--- config.mk ---
export PLATFORM = sky130hd
export DESIGN_NAME = seal_crc16_engine
export DESIGN_NICKNAME = d
export VERILOG_FILES = /design/src/rtl/seal_crc16_engine.sv
export SDC_FILE = /design/constraint.sdc
export NUM_CORES = 1
export LEC_CHECK = 0
export BUFFER_PORTS_ARGS = -buffer_cell sky130_fd_sc_hd__buf_2
export CAP_MARGIN = 5
export CORE_AREA = 4 4 76 78
export CTS_CLUSTER_SIZE = 24
export DETAILED_ROUTE_END_ITERATION = 8
export DIE_AREA = 0 0 80 82
export HOLD_SLACK_MARGIN = 0.06
export PLACE_DENSITY_LB_ADDON = 0.3
export RECOVER_POWER = 100
export SLEW_MARGIN = 25
export SYNTH_ARGS = -nofsm -noshare
export SYNTH_HDL_FRONTEND = slang
export SYNTH_SLANG_ARGS = --single-unit
--- constraint.sdc ---
create_clock -name clk -period 2.1 [get_ports clk]
set_clock_uncertainty 0.05 [all_clocks]
set_input_delay 0.21 -clock clk [delete_from_list [all_inputs] [get_ports clk]]
set_output_delay 0.21 -clock clk [all_outputs]
set_load 0.02 [all_outputs]
--- src/rtl/seal_crc16_engine.sv ---
// seal_crc16_engine: CRC-16/CCITT-FALSE engine shared by the seal register and a CPU peripheral slot.
// Define CRC_PARALLEL_EN for a one-cycle byte engine; the default build is bit-serial (8 cycles per byte).
module seal_crc16_engine (
    input  logic        clk,
    input  logic        rst,
    input  logic [7:0]  seal_byte,
    input  logic        seal_feed,
    input  logic        seal_init,
    input  logic [7:0]  cpu_byte,
    input  logic        cpu_feed,
    input  logic        cpu_init,
    input  logic        status_rd,
    output logic        crc_busy,
    output logic [15:0] crc_value,
    output logic [31:0] status
);
    function automatic logic [15:0] crc_bit(input logic [15:0] c, input logic b);
        return {c[14:0], 1'b0} ^ ((c[15] ^ b) ? 16'h1021 : 16'h0000);
    endfunction

    logic [15:0] crc_q, crc_d, crc_base;
    logic [3:0]  seal_cnt_q, seal_cnt_d, seal_cnt_base;
    logic        seal_owner_q, seal_owner_d;
    logic        cpu_dropped_q, cpu_dropped_d;
    logic        shift, cpu_block, seal_feed_ok, cpu_feed_ok, cpu_init_ok, feed_ok;
    logic        seal_done, abort_cpu;
    logic [7:0]  byte_in;

`ifndef CRC_PARALLEL_EN
    typedef enum logic {IDLE, SHIFT} state_t;
    state_t     state_q, state_d;
    logic [2:0] cnt_q, cnt_d;
    logic [7:0] sr_q, sr_d;
    logic       src_cpu_q, src_cpu_d;

    assign shift = state_q == SHIFT;

    // The first bit is folded in on the accept edge, so SHIFT lasts 7 cycles.
    always_comb begin
        state_d   = state_q;
        cnt_d     = cnt_q;
        sr_d      = sr_q;
        src_cpu_d = src_cpu_q;
        crc_d     = crc_base;
        abort_cpu = seal_init & shift & src_cpu_q;
        seal_done = shift & ~seal_init & (cnt_q == 3'd7) & ~src_cpu_q;
        if (feed_ok) begin
            state_d   = SHIFT;
            cnt_d     = 3'd1;
            sr_d      = {byte_in[6:0], 1'b0};
            src_cpu_d = ~seal_feed_ok;
            crc_d     = crc_bit(crc_base, byte_in[7]);
        end else if (seal_init | cpu_init_ok) begin
            state_d = IDLE;
            cnt_d   = 3'd0;
        end else if (shift) begin
            crc_d   = crc_bit(crc_q, sr_q[7]);
            sr_d    = {sr_q[6:0], 1'b0};
            cnt_d   = cnt_q + 3'd1;
            state_d = (cnt_q == 3'd7) ? IDLE : SHIFT;
        end
    end
`else
    function automatic logic [15:0] crc_byte(input logic [15:0] c, input logic [7:0] d);
        logic [15:0] r;
        r = c;
        for (int i = 7; i >= 0; i--) r = crc_bit(r, d[i]);
        return r;
    endfunction

    assign shift = 1'b0;

    always_comb begin
        crc_d     = feed_ok ? crc_byte(crc_base, byte_in) : crc_base;
        abort_cpu = 1'b0;
        seal_done = seal_feed_ok;
    end
`endif

    always_comb begin
        cpu_block     = shift | seal_init | seal_feed | seal_owner_q;
        seal_feed_ok  = seal_feed & (~shift | seal_init);
        cpu_feed_ok   = cpu_feed & ~cpu_block;
        cpu_init_ok   = cpu_init & ~cpu_block;
        feed_ok       = seal_feed_ok | cpu_feed_ok;
        byte_in       = seal_feed_ok ? seal_byte : cpu_byte;
        crc_base      = (seal_init | cpu_init_ok) ? 16'hFFFF : crc_q;
        crc_busy      = shift | seal_feed | cpu_feed_ok;
        seal_cnt_base = seal_init ? 4'd0 : seal_cnt_q;
        seal_cnt_d    = (seal_done && seal_cnt_base != 4'hF) ? seal_cnt_base + 4'd1 : seal_cnt_base;
        // Ownership ends when the ninth seal byte since seal_init completes.
        seal_owner_d  = ((seal_done && seal_cnt_base == 4'd8) || cpu_init_ok) ? 1'b0 :
                        seal_feed_ok ? 1'b1 : seal_owner_q;
        cpu_dropped_d = ((cpu_feed | cpu_init) & cpu_block) | abort_cpu | (cpu_dropped_q & ~status_rd);
    end

    always_ff @(posedge clk or posedge rst) begin
        if (rst) begin
            crc_q         <= 16'hFFFF;
            seal_cnt_q    <= 4'd0;
            seal_owner_q  <= 1'b0;
            cpu_dropped_q <= 1'b0;
`ifndef CRC_PARALLEL_EN
            state_q       <= IDLE;
            cnt_q         <= 3'd0;
            sr_q          <= 8'd0;
            src_cpu_q     <= 1'b0;
`endif
        end else begin
            crc_q         <= crc_d;
            seal_cnt_q    <= seal_cnt_d;
            seal_owner_q  <= seal_owner_d;
            cpu_dropped_q <= cpu_dropped_d;
`ifndef CRC_PARALLEL_EN
            state_q       <= state_d;
            cnt_q         <= cnt_d;
            sr_q          <= sr_d;
            src_cpu_q     <= src_cpu_d;
`endif
        end
    end

    assign crc_value = crc_q;
    assign status    = {29'd0, cpu_dropped_q, seal_owner_q, crc_busy};
endmodule

==> results.yml, run 1 <==
min_path:
  hold_path_class: "in2reg"
  hold_path.startpoint: "status_rd"
logic_synthesis:
  synthFlopType: "dfrtp_1"
  netlist.area_leader.share: 0.2145
  synth-seq-cells: 34
  ys_seq_area_frac: 0.4148
  async_flop_share: 1.000
  yosys_warnings: 0
  synth_edf_count: 0
  yosysTopAreaCell: "dfrtp_1"
  postSynthAreaPerCell_um2: 9.208
  synthesis.area_um2: 2100
  synthTopCellsByArea: "dfrtp_1, dfstp_2, buf_4"
  synthCells: 228
  ys_types: 42
worst_setup_path:
  crit_type: "reg2out"
  worstPathRequired_ns: 1.84
  worstSetupStartpoint: "seal_owner_q"
  worstSetupStartpointType: "register"
  cp.arrival_ns: 1.71
  r2r_start: "shift"
  crit_path_max_fanout: 20
  critPathCaptureType: "primary output"
finish:
  multiInputGateArea_um2: 1010
  antenna_cells: 0
  drive_gt1_frac: 0.2234
  most-common-layout-cells: "nand2_1, conb_1, buf_2, clkbuf_1, dfrtp_1"
  final-seq-area_um2: 870.8
  area_delta_synth_final_pct: 12.81
  nets: 299
  final_common_cell: "nand2_1"
  n_fill_cell: 503
  fin_area_um2: 2369
cts:
  clk_pin_slew_ns: 0.07
  cts_resized: 0
  clock_latency_ns: 0.29
  htree_levels: 2
  cts_max_path_buffers: 2
  cts_num_sinks: 34
  cts_tree: "yes"
  cts_setup_buffers: 0
  cts_buffers: 5
  clockRootBuffer: "clkbuf_8"
  cts_hold_buf: 1
detailed_routing:
  drcViolationCount: 0
  viasPerCell: 4.627
  num_vias: 1587
  wl_per_cell_um: 12.71
  detail_route.iter0.violations: 64
  wl_um: 4358
  dr.pass1.iters: 4
  ant_nets: 0
floorplan:
  core_um2: 5075
  start_util: 0.4137
  ios: 72
  chipHeight_um: 82
  die_x_um: 80
  rows: 26
  die_area_um2: 6560
power_and_ir_drop:
  p_per_area_nw_per_um2: 835.8
  ir_worst_vdd_mv: 0.4314
  leakage_nw: 1.116
sta:
  hold_viol_final: 0
  setup_tns_ns: 0
  timing.final.crit_share: 0.9402
  timing.fmax_ghz: 0.5065
  tightestPinTransition_ns: 0.8501
  setup_viol: 0
  rsz0062_at_grt: "no"
  slew_headroom: 0.4333
  hold_ws_ns: 0.09312
  period_minus_slack_ns: 1.975
  drv_slew: 0
global_route:
  grt_max_degree: 35
  gr-total-overflow: 0
  grt_pass1_wl_um: 6996
  grt_use_total: 0.1403
  grt_antenna_before_repair: 0
  grt_pass1_vias: 1469
placed_design:
  placed_cell_area_um2: 2270
  place_congestion: 0.7993
  place_hpwl_um: 3234
  port-buffer-count: 42
run:
  cap_violations: 0
outcome:
  status: "finished, final reports clean"
==> cell usage after synthesis, types with 3 or more instances <==
library cell  instances
nand2b_1              4
mux2_2                5
inv_1                 6
nor2b_1               3
nand2_1              36
dfstp_2              16
nor3_1                3
ha_1                  4
o21ai_0               6
dfrtp_1              18
a21oi_1              14
nand3_1              16
mux2i_1               7
and3_1                3
buf_2                 6
a211oi_1              3
buf_4                33
nor2_1                9
xnor2_1               7
==> through the flow <==
| step | setup WS, ns | utilization | total power, W | std cells |
|---|---|---|---|---|
| after global placement | 0.3414 | 0.4472 | 0.001306 | 334 |
| after CTS | 0.1100 | 0.4763 | 0.002025 | 343 |
| after detailed placement | 0.3081 | 0.4472 | 0.001311 | 334 |
| final | 0.1255 | 0.4667 | 0.001980 | 343 |
| after floorplan | 0.4877 | - | 0.001224 | 256 |
| after global routing | 0.01845 | 0.4667 | 0.002093 | 343 |
==> logic make-up (layout without fill, tap and decap cells) <==
kind of cell,Yosys count,count (layout),synth area share
mux,13,13,0.07092
compound gates,37,37,0.1097
fa+ha+maj,4,4,0.02384
flops,34,34,0.4148
other cells,1,29,0.001786
simple gates,83,83,0.1973
xor+xnor,8,8,0.03337
buf+inv,48,65,0.1484
==> critical path, stage by stage (launching register included) <==
cell      delay, ns
dfrtp_1        0.45
nor3b_2        0.27
buf_4          0.17
nor3_4         0.04
inv_2          0.27
clkbuf_2       0.23
==> final timing paths <==
| path | end | slack, ns | cells after the start |
|---|---|---|---|
| worst max register to register | seal_cnt_q[1] | 0.20 | 5 |
| min in group asynchronous | cnt_q[0] | 0.67 | 4 |
| worst max-delay path | crc_busy | 0.13 | 5 |
| worst min-delay path | cpu_dropped_q | 0.09 | 2 |
| max in group asynchronous | src_cpu_q | 0.79 | 4 |
| worst min register to register | crc_value[2] | 0.44 | 2 |
==> per-layer routing <==
layer	vias to the layer above	track usage	share of wire
li1	800	-	-
met1	729	0.1754	0.45
met2	51	0.2219	0.46
met3	7	0.03289	0.066
met4	0	0.08108	0.019
met5	-	0	0
==> final cells by class <==
| cell class | count | share of cell area |
|---|---|---|
| multi-input combinational | 174 | 0.4263 |
| sequential | 34 | 0.3677 |
| timing repair buffer | 50 | 0.09984 |
| clock buffer | 7 | 0.04543 |
| tap | 70 | 0.03698 |
| clock inverter | 1 | 0.01268 |
| inverter | 7 | 0.01109 |
==> sequential cells by signal, indices dropped and copies added (netlist names) <==
signal / cells
sr_q: 7
seal_owner_q: 1
src_cpu_q: 1
shift: 1
seal_cnt_q: 4
crc_value: 16
cnt_q: 3
cpu_dropped_q: 1
==> where the power goes <==
part / internal, W / leakage, nW / switching, W
clock network: 0.000458 / 0.0696 / 0.000241
logic: 0.000167 / 0.655 / 0.000286
registers: 0.000764 / 0.391 / 0.0000634
total: 0.00139 / 1.12 / 0.000591
Power figures use the tool's default switching activity.
==> run 2: changes to the inputs <==
- ABC_AREA: not set -> 1
- CORE_AREA: 4 4 76 78 -> 4 4 69 87
- DIE_AREA: 0 0 80 82 -> 0 0 73 91
==> run 2 against run 1 <==
Compared with the run above:
- via count rose by 3.5%
- wire length up 1.8%
- non-clock buffer count decreased by 5
- sequential power rose by 1%
- first-iteration DRC count increased by 9.4%
- flip-flop and latch count unchanged
- largest power group unchanged
==> results.yml, run 2 <==
finish:
  final_common_cell: "nand2_1"
  antenna_cells: 0
  area_delta_synth_final_pct: 8.005
  most-common-layout-cells: "nand2_1, conb_1, nand3_1, buf_2, clkbuf_1"
  nets: 331
  drive_gt1_frac: 0.2197
  largest_reg_flops: 16
floorplan:
  die_area_um2: 6643
  chipHeight_um: 91
  die_x_um: 73
  core_um2: 5116
  rows: 29
  start_util: 0.4155
  ios: 72
cts:
  clockRootBuffer: "clkbuf_8"
  cts_max_path_buffers: 2
  cts_tree: "yes"
  htree_levels: 2
  cts_num_sinks: 34
  cts_setup_buffers: 0
  cts_buffers: 5
  cts_resized: 0
  clk_pin_slew_ns: 0.07
  clock_latency_ns: 0.28
sta:
  setup_viol: 0
  drv_slew: 0
  rsz0062_at_grt: "no"
  setup_tns_ns: 0
  tightestPinTransition_ns: 0.8306
  period_minus_slack_ns: 1.854
  timing.final.crit_share: 0.8827
  slew_headroom: 0.4463
  timing.fmax_ghz: 0.5394
  hold_viol_final: 0
  fin_ws_ns: 0.2463
logic_synthesis:
  synthFlopType: "dfrtp_1"
  async_flop_share: 1.000
  synthTopCellsByArea: "dfrtp_1, dfstp_2, nand2_1"
  netlist.area_leader.share: 0.2119
  ys_top_cells_by_count: "nand2_1, buf_4, nand3_1, inv_1, dfrtp_1"
  synthCells: 263
  synth.most_common_cell: "nand2_1"
  synth_edf_count: 0
  synth-seq-cells: 34
  postSynthAreaPerCell_um2: 8.083
  ys_seq_area_frac: 0.4097
  synthesis.area_um2: 2126
  ys_types: 29
  yosysTopAreaCell: "dfrtp_1"
  yosys_warnings: 0
global_route:
  grt_pass1_wl_um: 7320
  grt_use_total: 0.1381
  grt_max_degree: 35
  grt_antenna_before_repair: 0
  grt_pass1_vias: 1614
  gr-total-overflow: 0
worst_setup_path:
  crit_path_max_fanout: 20
  worstSetupStartpointType: "register"
  worstPathRequired_ns: 1.84
  crit_type: "reg2out"
  crit_chain: "nor2_4, nand3_4, nand2_4, clkbuf_1"
  critPathCaptureType: "primary output"
  cp.arrival_ns: 1.59
  worst_path_max_delay_cell: "dfrtp_1"
  cpPeakStageDelay_ns: 0.46
detailed_routing:
  ant_nets: 0
  wl_um: 4435
  dr.pass1.iters: 4
  wl_per_cell_um: 12.08
  detail_route.iter0.violations: 70
  drcViolationCount: 0
  viasPerCell: 4.474
  num_vias: 1642
placed_design:
  port-buffer-count: 42
  pre_cts_slack_ns: 0.4181
  place_congestion: 0.8257
  place_hpwl_um: 3414
power_and_ir_drop:
  ir_worst_vdd_mv: 0.2947
  power_w: 0.001786
  p_per_area_nw_per_um2: 777.8
  leakage_nw: 1.160
outcome:
  status: "finished, final reports clean"
run:
  cap_violations: 0
min_path:
  hold_path_class: "in2reg"
-- run 2: cell count changes in the layout (fill, tap and decap cells not counted), moves of 4 or more --
| cell | previous run | this run |
|---|---|---|
| nand2_1 | 37 | 71 |
| inv_1 | 6 | 19 |
| nand3_1 | 16 | 26 |
| mux2i_1 | 7 | 0 |
| o21ai_0 | 7 | 14 |
| a21oi_1 | 14 | 8 |
| nor2_1 | 9 | 14 |
| xnor2_1 | 7 | 2 |
| mux2_2 | 5 | 1 |
| nand2_2 | 0 | 4 |
| nand2_4 | 0 | 4 |
| nand2b_1 | 4 | 0 |
-- run 2: cells by family after synthesis --
kind of cell    Yosys count  synth area share
other cells               1          0.001764
fa+ha+maj                 4           0.02354
simple gates            125            0.2766
mux                       1          0.005297
buf+inv                  62            0.1813
flops                    34            0.4097
xor+xnor                  4           0.01648
compound gates           32           0.08534
-- run 2: what timing repair did --
action,4_1_cts,5_1_grt
endpoints found under the setup margin,0,0
endpoints found under the hold margin,18,0
hold buffers,1,0
-- run 2: metrics by stage --
stage          area [µm²]  utilization  hold slack, ns  instances
2_1_floorplan        2231            -          0.2710        291
3_3_place_gp         2237       0.4373          0.2758        358
3_5_place_dp         2237       0.4373          0.2809        358
4_1_cts              2338       0.4571         0.06407        367
5_1_grt              2296       0.4488         0.07835        367
6_report             2296       0.4488         0.07075        367
-- run 2: final cells by class --
type	count	area, µm²
multi-input cells	195	959.7
repair buffers	45	207.7
well taps	62	77.57
clock inverters	1	5.005
flip-flops and latches	34	870.8
inverters	23	88.84
clock buffers	7	86.33
fillers	528	2820
-- run 2: power by group --
part | leakage [nW] | internal (W) | switching (W)
Combinational | 0.721 | 0.000141 | 0.000324
Sequential | 0.390 | 0.000769 | 0.0000682
Clock | 0.0482 | 0.000264 | 0.000221
-- run 2: per-layer routing --
layer,vias to the layer above,GRT usage,routed length (µm),share of wire
met5,-,0,0,0
met1,736,0.1563,1871,0.42
met4,0,0.04308,57,0.013
met3,5,0.03867,272,0.061
met2,44,0.2448,2233,0.50
li1,857,-,-,-
-- run 2: critical path, delay by kind of cell, from the launching register on --
kind                   cells  cell delay, ns
AND/OR/NAND/NOR            3            0.58
buffers and inverters      1            0.26
flip-flops                 1            0.46
-- run 2: path summary, 6_finish.rpt --
check	startpoint	to	slack, ns	cells past startpoint
worst max register to register	shift	sr_q[7]	0.28	8
max in group asynchronous	rst	shift	0.80	4
worst min register to register	crc_value[13]	crc_value[13]	0.44	2
worst max-delay path	shift	status[0]	0.25	4
min in group asynchronous	rst	seal_cnt_q[3]	0.67	4
worst min-delay path	status_rd	cpu_dropped_q	0.07	2
==> run 3: changes to the inputs <==
==> constraint.sdc (replaced) <==
create_clock -name clk -period 2.1 [get_ports clk]
set_clock_uncertainty 0.05 [all_clocks]
set_input_delay 0.315 -clock clk [delete_from_list [all_inputs] [get_ports clk]]
set_output_delay 0.315 -clock clk [all_outputs]
set_load 0.02 [all_outputs]
==> run 3 against run 2 <==
Compared with the run above:
- die area is the same
- wire length grew 1.9%
- clock power up 5.8%
- register-to-register slack worse by 0.06 ns
- largest power group unchanged
==> results.yml, run 3 (synthesis gave the netlist of run 2 again) <==
detailed_routing:
  ant_nets: 0
  dr.pass1.iters: 4
  drcViolationCount: 0
  wl_per_cell_um: 12.38
  viasPerCell: 4.608
  detail_route.iter0.violations: 109
  wl_um: 4519
  num_vias: 1682
global_route:
  grt_pass1_wl_um: 7569
  grt_antenna_before_repair: 0
  gr-total-overflow: 0
  grt_max_degree: 35
  grt_pass1_vias: 1615
  grt_use_total: 0.1438
sta:
  period_minus_slack_ns: 1.924
  setup_viol: 0
  setup_tns_ns: 0
  timing.final.crit_share: 0.9163
  fin_ws_ns: 0.1758
  hold_viol_final: 0
  tightestPinTransition_ns: 0.8406
  rsz0062_at_grt: "no"
  timing.fmax_ghz: 0.5197
  slew_headroom: 0.4396
  drv_slew: 0
  hold_ws_ns: 0.1692
power_and_ir_drop:
  leakage_nw: 1.155
  ir_worst_vdd_mv: 0.3658
  power.switching_w: 0.0006430
  p_per_area_nw_per_um2: 791.8
  pwr-share-comb: 0.256
  swShare: 0.3546
  power_w: 0.001813
  power.internal_w: 0.001170
  p_clk_frac: 0.283
  pwr-share-seq: 0.461
floorplan:
  core_um2: 5116
  die_x_um: 73
  start_util: 0.4155
  rows: 29
  ios: 72
  chipHeight_um: 91
  die_area_um2: 6643
outcome:
  status: "finished, final reports clean"
worst_setup_path:
  crit_path_max_fanout: 20
  crit_type: "reg2out"
  cpPeakStageDelay_ns: 0.46
  critPathCaptureType: "primary output"
  crit_chain: "nor2_4, nand3_4, nand2_4, clkbuf_2"
  worst_path_max_delay_cell: "dfrtp_1"
  cp.arrival_ns: 1.56
  worstSetupStartpointType: "register"
  worstPathRequired_ns: 1.74
cts:
  cts_resized: 0
  cts_hold_buf: 0
  cts_buffers: 5
  cts_num_sinks: 34
  cts_tree: "yes"
  cts_max_path_buffers: 2
  clk_pin_slew_ns: 0.07
  clockRootBuffer: "clkbuf_8"
  cts_setup_buffers: 0
  clock_latency_ns: 0.29
  htree_levels: 2
finish:
  antenna_cells: 0
  final_common_cell: "nand2_1"
  nets: 329
  fin_area_um2: 2290
  area_delta_synth_final_pct: 7.711
  drive_gt1_frac: 0.2310
  largest_reg_flops: 16
  most-common-layout-cells: "nand2_1, conb_1, nand3_1, buf_2, inv_1"
run:
  cap_violations: 0
placed_design:
  place_congestion: 0.7741
  pre_cts_slack_ns: 0.3307
  port-buffer-count: 42
  placed_cell_area_um2: 2230
  place_hpwl_um: 3408
min_path:
  hold_path_class: "in2reg"
## run 3: changes by cell type in the layout (fill, tap and decap cells not counted)
| cell | previous run | this run |
|---|---|---|
| clkbuf_1 | 21 | 18 |
| clkbuf_2 | 1 | 3 |
| buf_4 | 1 | 0 |
| clkinvlp_4 | 0 | 1 |
| dlygate4sd3_1 | 1 | 0 |
| nand3_1 | 26 | 25 |
| nand3_2 | 0 | 1 |
## run 3: power by group through the flow
stage	logic, W	registers (W)	clock network (W)
after CTS	0.000485	0.000839	0.000529
after global routing	0.000523	0.000852	0.000556
after global placement	0.000476	0.000848	0
after floorplan	0.000372	0.000882	0
after detailed placement	0.000483	0.000850	0
final	0.000463	0.000836	0.000513
## run 3: worst max-delay path, delay by kind of cell, from the launching register on
kind / cells / cell delay, ns
buffers and inverters: 1 / 0.22
DFF: 1 / 0.46
and+or+nand+nor: 3 / 0.58
## run 3: area by class of cell
type	count	area, µm²
tap	62	77.57
inverter	23	88.84
timing repair buffer	43	192.7
sequential	34	870.8
multi-input combinational	195	964.7
clock buffer	6	82.58
fill	529	2826
clock inverter	2	12.51
## run 3: worst paths after layout
check	from	endpoint	slack [ns]	cells after the start
max in group asynchronous	rst	sr_q[3]	1.26	3
hold / removal	status_rd	cpu_dropped_q	0.17	2
setup reg to reg	shift	cnt_q[0]	0.22	6
hold reg to reg	crc_value[6]	crc_value[6]	0.45	2
min in group asynchronous	rst	seal_cnt_q[2]	0.21	3
setup / recovery	shift	status[0]	0.18	4
## run 3: per-stage QoR
| step | instances | util |
|---|---|---|
| final | 365 | 0.4475 |
| after global routing | 365 | 0.4475 |
| after CTS | 365 | 0.4544 |
| after detailed placement | 357 | 0.4358 |
| after global placement | 357 | 0.4358 |
| after floorplan | 291 | - |
## run 3: per-layer routing
layer | GRT usage | wire length [µm]
met1 | 0.1699 | 1840
met2 | 0.2433 | 2308
met5 | 0 | 0
met4 | 0.05385 | 76
met3 | 0.03978 | 294
